### src/rtl/fifo_pkg.sv
// fifo_pkg: shared helpers for the parametrised FIFO.
//   clog2          - ceiling log2 of an unsigned value (0 and 1 both map to 0)
//   fifo_ptr_w     - pointer width for a given depth (index bits + wrap bit)
//   fifo_cnt_w     - occupancy counter width for a given depth (0..DEPTH)
//   fifo_is_pow2   - power-of-two test used by the parameter check
//   fifo_params_legal - full parameter legality check for fifo_param
package fifo_pkg;

  // Ceiling log2 as a constant function, usable in port declarations.
  function automatic int unsigned clog2(input int unsigned value);
    int unsigned result;
    result = 0;
    for (int unsigned i = 0; i < 32; i++) begin
      if ((32'd1 << i) < value) result = i + 32'd1;
    end
    return result;
  endfunction

  // One extra bit above the storage index tells full from empty.
  function automatic int unsigned fifo_ptr_w(input int unsigned depth);
    return clog2(depth) + 32'd1;
  endfunction

  // Count is the pointer difference, so it shares the pointer width.
  function automatic int unsigned fifo_cnt_w(input int unsigned depth);
    return fifo_ptr_w(depth);
  endfunction

  function automatic bit fifo_is_pow2(input int unsigned value);
    return (value != 0) && ((value & (value - 32'd1)) == 0);
  endfunction

  // Natural pointer wrap only works for power-of-two depths.
  function automatic bit fifo_params_legal(input int unsigned data_width,
                                           input int unsigned depth,
                                           input int unsigned af_level,
                                           input int unsigned ae_level);
    return (data_width >= 1) &&
           (depth >= 2) && fifo_is_pow2(depth) &&
           (af_level >= 1) && (af_level <= depth) &&
           (ae_level <= depth - 32'd1);
  endfunction

endpackage

### src/rtl/fifo_ram.sv
// fifo_ram: DEPTH x DATA_WIDTH storage, one synchronous write port and one
// asynchronous read port. Contents are not reset.
//   clk   - write clock
//   we    - write enable
//   waddr - write index
//   wdata - write data
//   raddr - read index
//   rdata - read data (combinational from raddr)
module fifo_ram
  import fifo_pkg::*;
#(
  parameter int unsigned DATA_WIDTH = 8,
  parameter int unsigned DEPTH      = 16
) (
  input  logic                      clk,
  input  logic                      we,
  input  logic [clog2(DEPTH)-1:0]   waddr,
  input  logic [DATA_WIDTH-1:0]     wdata,
  input  logic [clog2(DEPTH)-1:0]   raddr,
  output logic [DATA_WIDTH-1:0]     rdata
);

  logic [DATA_WIDTH-1:0] mem [DEPTH];

  // Write port.
  always_ff @(posedge clk) begin
    if (we) mem[waddr] <= wdata;
  end

  // Show-ahead read port.
  assign rdata = mem[raddr];

endmodule

### src/rtl/fifo_param.sv
// fifo_param: parametrised single-clock FIFO with show-ahead read port,
// occupancy count, almost-full/almost-empty flags and acceptance of a push
// while full when a pop happens in the same cycle.
// Optional sticky overflow/underflow flags when FIFO_PARAM_ERRFLAGS_EN is
// defined; otherwise they are tied low and io_err_clr is ignored.
//   clk             - clock, rising edge
//   reset           - asynchronous active-low reset
//   io_din/io_push  - push data / push request
//   io_pop          - pop request
//   io_dout         - head entry (undefined while empty)
//   io_empty/io_full, io_count - occupancy status
//   io_almost_full  - count >= AF_LEVEL
//   io_almost_empty - count <= AE_LEVEL
//   io_err_clr      - clears sticky error flags
//   io_overflow     - sticky: push rejected
//   io_underflow    - sticky: pop rejected
module fifo_param
  import fifo_pkg::*;
#(
  parameter int unsigned DATA_WIDTH = 8,
  parameter int unsigned DEPTH      = 16,
  parameter int unsigned AF_LEVEL   = 12,
  parameter int unsigned AE_LEVEL   = 4
) (
  input  logic                          clk,
  input  logic                          reset,
  input  logic [DATA_WIDTH-1:0]         io_din,
  input  logic                          io_push,
  input  logic                          io_pop,
  output logic [DATA_WIDTH-1:0]         io_dout,
  output logic                          io_empty,
  output logic                          io_full,
  output logic [fifo_cnt_w(DEPTH)-1:0]  io_count,
  output logic                          io_almost_full,
  output logic                          io_almost_empty,
  input  logic                          io_err_clr,
  output logic                          io_overflow,
  output logic                          io_underflow
);

  localparam int unsigned IDX_W      = clog2(DEPTH);
  localparam int unsigned FIFO_PTR_W = fifo_ptr_w(DEPTH);
  localparam int unsigned FIFO_CNT_W = fifo_cnt_w(DEPTH);

  // Elaboration-time parameter check.
  if (!fifo_params_legal(DATA_WIDTH, DEPTH, AF_LEVEL, AE_LEVEL)) begin : g_param_check
    $error("fifo_param: illegal DATA_WIDTH/DEPTH/AF_LEVEL/AE_LEVEL combination");
  end

  logic [FIFO_PTR_W-1:0] rd_ptr, rd_ptr_nxt;
  logic [FIFO_PTR_W-1:0] wr_ptr, wr_ptr_nxt;
  logic                  empty, full;
  logic                  push_ok, pop_ok;
  logic [FIFO_CNT_W-1:0] count;

  // Equal pointers mean empty; same index with opposite wrap bits means full.
  assign empty = (wr_ptr == rd_ptr);
  assign full  = (wr_ptr[IDX_W-1:0] == rd_ptr[IDX_W-1:0]) &&
                 (wr_ptr[FIFO_PTR_W-1] != rd_ptr[FIFO_PTR_W-1]);

  // A pop frees a slot in the same cycle, so a full FIFO still takes a push.
  assign pop_ok  = io_pop & ~empty;
  assign push_ok = io_push & (~full | io_pop);

  // Modular difference gives 0..DEPTH directly.
  assign count = FIFO_CNT_W'(wr_ptr - rd_ptr);

  // Next-pointer logic.
  always_comb begin
    rd_ptr_nxt = rd_ptr;
    wr_ptr_nxt = wr_ptr;
    if (pop_ok)  rd_ptr_nxt = rd_ptr + FIFO_PTR_W'(1);
    if (push_ok) wr_ptr_nxt = wr_ptr + FIFO_PTR_W'(1);
  end

  // Pointer registers.
  always_ff @(posedge clk or negedge reset) begin
    if (!reset) begin
      rd_ptr <= '0;
      wr_ptr <= '0;
    end else begin
      rd_ptr <= rd_ptr_nxt;
      wr_ptr <= wr_ptr_nxt;
    end
  end

  fifo_ram #(
    .DATA_WIDTH (DATA_WIDTH),
    .DEPTH      (DEPTH)
  ) u_ram (
    .clk   (clk),
    .we    (push_ok),
    .waddr (wr_ptr[IDX_W-1:0]),
    .wdata (io_din),
    .raddr (rd_ptr[IDX_W-1:0]),
    .rdata (io_dout)
  );

  assign io_empty        = empty;
  assign io_full         = full;
  assign io_count        = count;
  assign io_almost_full  = (count >= FIFO_CNT_W'(AF_LEVEL));
  assign io_almost_empty = (count <= FIFO_CNT_W'(AE_LEVEL));

`ifdef FIFO_PARAM_ERRFLAGS_EN
  logic overflow_q, underflow_q;

  // Sticky error flags; clear wins over a same-cycle set.
  always_ff @(posedge clk or negedge reset) begin
    if (!reset) begin
      overflow_q  <= 1'b0;
      underflow_q <= 1'b0;
    end else if (io_err_clr) begin
      overflow_q  <= 1'b0;
      underflow_q <= 1'b0;
    end else begin
      if (io_push & ~push_ok) overflow_q  <= 1'b1;
      if (io_pop & empty)     underflow_q <= 1'b1;
    end
  end

  assign io_overflow  = overflow_q;
  assign io_underflow = underflow_q;
`else
  logic unused_err_clr;
  assign unused_err_clr = io_err_clr;
  assign io_overflow    = 1'b0;
  assign io_underflow   = 1'b0;
`endif

endmodule

### config.mk
export PLATFORM = sky130hd
export DESIGN_NAME = fifo_param
export DESIGN_NICKNAME = d
export VERILOG_FILES = /design/src/rtl/fifo_pkg.sv /design/src/rtl/fifo_ram.sv /design/src/rtl/fifo_param.sv
export SDC_FILE = /design/constraint.sdc
export NUM_CORES = 1
export LEC_CHECK = 0
export ABC_AREA = 1
export BUFFER_PORTS_ARGS = -buffer_cell sky130_fd_sc_hd__buf_2
export CORE_MARGIN = 3
export CORE_UTILIZATION = 30
export CTS_BUF_LIST = sky130_fd_sc_hd__clkbuf_4 sky130_fd_sc_hd__clkbuf_8
export DETAILED_ROUTE_END_ITERATION = 10
export HOLD_SLACK_MARGIN = 0.02
export PLACE_DENSITY = 0.52
export SLEW_MARGIN = 40
export SYNTH_ARGS = -nofsm -noshare
export SYNTH_HDL_FRONTEND = slang
export SYNTH_SLANG_ARGS = --single-unit
export TNS_END_PERCENT = 30
### constraint.sdc
create_clock -name clk -period 2.4 [get_ports clk]
set_input_delay 0.24 -clock clk [delete_from_list [all_inputs] [get_ports clk]]
set_output_delay 0.24 -clock clk [all_outputs]
set_load 0.01 [all_outputs]
==> results.json, run 1 <==
{
  "max_stage_delay_ns": 0.45,
  "clock_skew_ns": 0.0105,
  "cts_root_buf": "clkbuf_8",
  "arrival_ns": 2.07,
  "grt_pass1_wl_um": 23900,
  "overflow": 0,
  "io_pins": 32,
  "rsz0062_at_grt": "true",
  "nNetsFinal": 766,
  "hold_viol": 0,
  "fin_crit_ns": 2.31,
  "r2r-start": "wr_ptr[3]",
  "core_region_area_um2": 21200,
  "finalMaxSlewViolations": 0,
  "cts.sinks": 138,
  "die-area_um2": 23400,
  "multiInputGateArea_um2": 1760,
  "drive_gt1_frac": 0.142,
  "grt_max_degree": 67,
  "worstReg2RegEnd": "u_ram.mem[9][4]",
  "p_leak_nw": 3.42,
  "nFillCells": 2157,
  "synth-seq-cells": 138,
  "synthesis.instances": 688,
  "run_status": "completed",
  "critPathLaunch": "rd_ptr[0]",
  "min_path_type": "input port to flip-flop",
  "dp_slack_ns": 0.170,
  "drc": 0,
  "placed_area_um2": 7080,
  "postSynthAreaPerCell_um2": 9.43,
  "hpwl_um": 9420,
  "dp_cells": 994,
  "max-cap-violations": 0,
  "grt_usage": 0.134,
  "yosys.area.top_type": "edfxtp_1",
  "start_util": 0.307,
  "routedWlPerCell_um": 14.9,
  "cp_common_cell": "nand2_1",
  "cp_cell_sequence": "ha_4, fa_2, nand3b_1, nand2_1, nand2_1, nand2_2, nand2_1, nor2_1, buf_2",
  "tns_ns": 0,
  "gp_congestion": 0.757,
  "antenna_found_initial": 0,
  "synth_area_um2": 6490,
  "path_class": "flip-flop to output pin",
  "cp_max_fo": 3,
  "yosysSeqAreaShare": 0.631,
  "drt-pass1-iter-count": 4,
  "num_antenna_cells": 0,
  "register_area_um2": 4100,
  "clock_path_buffers": 2,
  "worst_slack_ns": 0.0927,
  "port_buffers": 28,
  "worstSetupStartpointType": "flip-flop",
  "yosys.area.top_type_share": 0.592,
  "area.growth.synth_to_final_pct": 16.0,
  "drtAntennaViolNets": 0,
  "fin_cells": 1030,
  "die_width_um": 153,
  "num_rows": 53,
  "final_area_um2": 7530,
  "yosys.cell_types.count": 23,
  "critPathRequiredTime_ns": 2.16,
  "yosysWarningCount": 0,
  "reg2regPathDepth": 8,
  "cp-end-kind": "output pin",
  "cts_tree": "yes",
  "drt-initial-drc-count": 287,
  "max_freq_mhz": 433,
  "numCtsBuffers": 17,
  "via_per_inst": 4.27,
  "routed_wl_um": 15300,
  "cts_max_level": 4,
  "slowest_stage": "dfrtp_2",
  "clock_latency_ns": 0.45,
  "critPathCapture": "io_almost_empty",
  "dr_total_vias": 4396,
  "r2r_slack_ns": 0.17,
  "peakVddDrop_mv": 1.20,
  "clk_pin_slew_worst_paths_ns": 0.08,
  "synthTopCellsByArea": "edfxtp_1, nand2_1, inv_1",
  "fp.dieH_um": 153,
  "setup_viol": 0,
  "fin_crit_sh": 0.961,
  "pwr_density_cell_nw_per_um2": 1130,
  "grt_pass1_vias": 4189
}
final cells by class:
class | count | area share
flip-flops and latches | 138 | 0.544
inverters | 138 | 0.0688
well taps | 275 | 0.0457
clock inverters | 12 | 0.0143
multi-input cells | 385 | 0.234
repair buffers | 63 | 0.0592
clock buffers | 19 | 0.0331
state kept, by name, summed over array words and instances, names as in the netlist:
signal / count
wr_ptr: 5
u_ram.mem: 128
rd_ptr: 5
kinds of logic after synthesis:
logic type,count (synthesis),synth area share
and+or+nand+nor,355,0.227
DFF,138,0.631
other,1,0.000578
AOI/OAI and AO/OA,9,0.00694
xor gates and xnor gates,9,0.0121
buffers and inverters,166,0.102
adders and majority gates,10,0.0204
per-stage QoR:
| stage | power (mW) | hold WS, ns | util |
|---|---|---|---|
| 6_report | 8.51 | 0.0910 | 0.356 |
| 5_1_grt | 9.18 | 0.0769 | 0.356 |
| 4_1_cts | 8.54 | 0.0600 | 0.353 |
| 3_5_place_dp | 6.72 | 0.134 | 0.335 |
| 3_3_place_gp | 6.70 | 0.125 | 0.335 |
| 2_1_floorplan | 5.41 | -0.0556 | - |
placed cells by master, fill, tap and decap left out, types with 2 or more instances in the layout:
cell type	instances
clkinv_1	5
nand2_2	6
buf_2	28
nand2_1	233
xor2_1	7
bufinv_16	2
dfrtp_1	7
nor2_1	21
ha_1	7
clkbuf_4	2
inv_1	133
dfrtp_2	3
buf_4	30
conb_1	2
a21oi_1	4
inv_2	2
clkbuf_8	17
clkinv_2	8
xnor2_1	2
o21ai_0	5
edfxtp_1	128
buf_6	2
nand3b_1	4
nand3_1	88
cell usage after synthesis:
library cell,instances
a21oi_1,4
buf_2,18
buf_4,3
buf_6,1
clkbuf_1,6
clkinv_1,3
conb_1,1
dfrtp_1,10
edfxtp_1,128
fa_1,1
ha_1,9
inv_1,135
nand2_1,238
nand2_2,1
nand3_1,88
nand3_2,1
nand3b_1,4
nor2_1,21
nor2_2,1
nor3_1,1
o21ai_0,5
xnor2_1,2
xor2_1,7
layer usage:
layer | GRT usage | wire length (um) | vias up | part of all wire
met5 | 0 | 0 | - | 0
met4 | 0.0505 | 279 | 0 | 0.018
met3 | 0.0255 | 815 | 20 | 0.053
met2 | 0.216 | 7350 | 98 | 0.48
met1 | 0.181 | 6870 | 2022 | 0.45
li1 | - | - | 2256 | -
critical path: cells and delay by family, from the launching register on:
kind / cells / cell delay (ns)
buffers and inverters: 1 / 0.13
and+or+nand+nor: 6 / 0.52
DFF: 1 / 0.45
adders and majority gates: 2 / 0.52
worst min path at each step:
stage,startpoint,end,slack [ns],cells after the start
CTS,io_push,wr_ptr[3],0.06,3
global placement,reset,rd_ptr[4],0.13,1
floorplan,reset,rd_ptr[0],-0.06,0
finish,io_push,wr_ptr[1],0.09,3
global route,io_push,wr_ptr[1],0.08,3
detailed placement,reset,rd_ptr[4],0.13,1
where the power goes:
| group | internal [mW] | switching, mW |
|---|---|---|
| sequential | 2.89 | 0.120 |
| combinational | 1.32 | 2.42 |
| clock | 0.915 | 0.851 |
repair_timing:
action / CTS / global route
endpoints found under the setup margin: 7 / 38
resized for setup: 3 / 12
buffers inserted: 2 / 2
gates cloned: 0 / 0
pin swaps: 0 / 1
endpoints found under the hold margin: 10 / 0
hold buffers: 1 / 0
(Power assumes the default switching activity.)
==> run 2, diff against run 1 <==
--- a/config.mk
+++ b/config.mk
@@ -5,14 +5,14 @@
 export SDC_FILE = /design/constraint.sdc
 export NUM_CORES = 1
 export LEC_CHECK = 0
-export ABC_AREA = 1
+export ABC_AREA = 0
 export BUFFER_PORTS_ARGS = -buffer_cell sky130_fd_sc_hd__buf_2
 export CORE_MARGIN = 3
 export CORE_UTILIZATION = 30
 export CTS_BUF_LIST = sky130_fd_sc_hd__clkbuf_4 sky130_fd_sc_hd__clkbuf_8
 export DETAILED_ROUTE_END_ITERATION = 10
 export HOLD_SLACK_MARGIN = 0.02
-export PLACE_DENSITY = 0.52
+export PLACE_DENSITY = 0.53
 export SLEW_MARGIN = 40
 export SYNTH_ARGS = -nofsm -noshare
 export SYNTH_HDL_FRONTEND = slang
==> run 2 against run 1 <==
Against the previous run: the flow now finishes with violations (negative setup slack); count of clock-buffer cells in the layout fell by 2; critical path depth down 2; sequential power is 1% higher; first-iteration DRC count down 38%; wire length is 20% lower; via count shrank 32%.
==> results.json, run 2 <==
{
  "multiInputGateArea_um2": 1540,
  "dp_slack_ns": -0.00353,
  "placed_area_um2": 6230,
  "clock_skew_ns": 0.00961,
  "yosysWarningCount": 0,
  "top_register": "u_ram.mem",
  "synthArstFlopShare": 0.0725,
  "finalMaxSlewViolations": 0,
  "drt-pass1-iter-count": 4,
  "worstSetupStartpointType": "flip-flop",
  "cp_max_fo": 3,
  "register_area_um2": 4100,
  "max_stage_delay_ns": 0.43,
  "die_width_um": 144,
  "synth_edf_count": 128,
  "routedWlPerCell_um": 19.8,
  "seqPwrFrac": 0.344,
  "clock_path_buffers": 2,
  "overflow": 0,
  "grt_pass1_wl_um": 18500,
  "drc": 0,
  "via_per_inst": 4.84,
  "min_path_type": "input port to flip-flop",
  "cts_root_buf": "clkbuf_8",
  "reg2regPathDepth": 6,
  "port_buffers": 28,
  "mostFrequentLayoutCell": "edfxtp_1",
  "p_switching_mw": 3.00,
  "grt_usage": 0.123,
  "setup_viol": 2,
  "antenna_found_initial": 0,
  "max_freq_mhz": 412,
  "synthTopCellsByArea": "edfxtp_1, mux4_2, dfrtp_1",
  "cp-end-kind": "output pin",
  "fp.dieH_um": 144,
  "pwr_density_cell_nw_per_um2": 1280,
  "holdPathStages": 1,
  "clock_latency_ns": 0.44,
  "critPathRequiredTime_ns": 2.16,
  "comb_power_share": 0.427,
  "layout_common_cells": "edfxtp_1, buf_2, mux2i_1, mux4_2, buf_4",
  "path_class": "flip-flop to output pin",
  "yosys.area.top_type": "edfxtp_1",
  "dp_cells": 574,
  "worstReg2RegEnd": "u_ram.mem[14][5]",
  "fin_crit_ns": 2.43,
  "tns_ns": -0.0310,
  "failed_checks": "negative setup slack",
  "p_int_mw": 5.84,
  "cts.sinks": 138,
  "cts_max_level": 4,
  "grt_max_degree": 25,
  "nNetsFinal": 398,
  "dr_total_vias": 2979,
  "top_regs": "u_ram.mem x128, rd_ptr x5, wr_ptr x5",
  "synth-main-ff-cell": "edfxtp_1",
  "postSynthAreaPerCell_um2": 18.5,
  "synthesis.instances": 309,
  "drtAntennaViolNets": 0,
  "routed_wl_um": 12200,
  "yosys.cell_types.count": 39,
  "nFillCells": 1665,
  "core_region_area_um2": 18300,
  "yosysSeqAreaShare": 0.715,
  "yosys.area.top_type_share": 0.671,
  "fin_crit_sh": 1.01,
  "hold_viol": 0,
  "num_antenna_cells": 0,
  "rsz0062_at_grt": "true",
  "min_from": "io_din[0]",
  "grt_pass1_vias": 3085,
  "yosysMostFrequentCell": "edfxtp_1",
  "cp_cell_sequence": "ha_2, fa_2, nor2b_2, o21ai_2, and3_4, o221a_2, buf_2",
  "arrival_ns": 2.19,
  "holdPathEnd": "u_ram.mem[4][0]",
  "critPathLaunch": "rd_ptr[0]",
  "p_leak_nw": 2.46,
  "clkPwrFrac": 0.228,
  "clk_pin_slew_worst_paths_ns": 0.08,
  "synth-seq-cells": 138,
  "final_area_um2": 6910,
  "netSwitchingFraction": 0.339,
  "start_util": 0.312,
  "synthTopCellsByCount": "edfxtp_1, mux2i_1, mux4_2",
  "r2r-start": "rd_ptr[3]",
  "r2r_slack_ns": 0.18,
  "numCtsBuffers": 17,
  "max_slew.worst_pin.slew_ns": 0.584,
  "num_rows": 49,
  "io_pins": 32,
  "largest_reg_flops": 128,
  "die-area_um2": 20800,
  "max-cap-violations": 0,
  "max_slew_margin": 0.609,
  "fin_cells": 616,
  "slowest_stage": "dfrtp_2",
  "synth_area_um2": 5730,
  "worst_slack_ns": -0.0294,
  "area.growth.synth_to_final_pct": 20.7,
  "drive_gt1_frac": 0.346,
  "hpwl_um": 7570,
  "drt-initial-drc-count": 177,
  "cts_tree": "yes",
  "run_status": "finished with violations",
  "gp_congestion": 0.787,
  "peakVddDrop_mv": 0.413
}
## run 2: changes by cell type after synthesis, moves of 10 or more
cell / before / now
nor2_1: 21 / 7
mux4_2: 0 / 22
inv_1: 135 / 9
nand2_1: 238 / 4
mux2i_1: 0 / 24
and3_1: 0 / 10
nand3_1: 88 / 1
buf_2: 18 / 3
## run 2: metrics by stage
step	util	power [mW]	hold WS, ns
after floorplan	-	5.26	-0.0556
final	0.377	8.85	0.176
after global placement	0.340	6.30	0.116
after global routing	0.377	9.35	0.166
after CTS	0.372	8.70	0.147
after detailed placement	0.340	6.34	0.130
## run 2: layout make-up
cell class | count | share of cell area
clock buffers | 17 | 0.0338
clock inverters | 14 | 0.0280
well taps | 229 | 0.0414
multi-input cells | 146 | 0.223
inverters | 11 | 0.00597
flip-flops and latches | 138 | 0.592
repair buffers | 61 | 0.0751
## run 2: worst max-delay path: cells and delay by family, from the launching register on
| family | cells | cell delay (ns) |
|---|---|---|
| DFF | 1 | 0.43 |
| buffers and inverters | 1 | 0.14 |
| AOI/OAI and AO/OA | 2 | 0.29 |
| and+or+nand+nor | 2 | 0.34 |
| adders and majority gates | 2 | 0.56 |
## run 2: timing repair
action | CTS | global route
resized for setup | 19 | 7
setup buffers | 3 | 2
setup endpoints to repair | 43 | 57
hold endpoints to repair | 10 | 0
cloned | 2 | 3
pin swaps | 3 | 7
hold buffers | 1 | 0
## run 2: cell families (layout without fill, tap and decap cells)
group                      count (synthesis)  after routing  share of synthesized area
muxes                                     48             48                      0.138
other                                      1              2                   0.000655
xor gates and xnor gates                  11             11                     0.0168
AOI/OAI and AO/OA                         36             36                     0.0439
and+or+nand+nor                           39             39                     0.0376
adders and majority gates                 10             10                     0.0232
buffers and inverters                     26            103                     0.0256
DFF                                      138            138                      0.715
## run 2: how the worst max path moves through the flow
stage               slack [ns]               end  cells after the start
finish                   -0.03   io_almost_empty                      7
global route             -0.12       io_count[4]                      8
CTS                      -0.07        io_dout[0]                      6
detailed placement      -0.004   u_ram.mem[4][0]                      7
global placement          0.07  u_ram.mem[11][2]                      7
floorplan                 0.09  u_ram.mem[12][0]                      8
## run 2: metal layers
metal / GRT usage / vias to the layer above / share of wire / wire [um]
met1: 0.162 / 1548 / 0.46 / 5620
met2: 0.196 / 48 / 0.49 / 5990
li1: - / 1362 / - / -
met5: 0 / - / 0 / 0
met4: 0.0540 / 0 / 0.023 / 286
met3: 0.0278 / 21 / 0.025 / 306
## run 2: power by group through the flow
stage               Combinational, mW  Sequential [mW]  Clock, mW
floorplan                        2.18             3.08          0
global placement                 3.20             3.10          0
detailed placement               3.23             3.11          0
CTS                              3.57             3.06       2.07
global route                     4.09             3.07       2.19
finish                           3.78             3.05       2.02
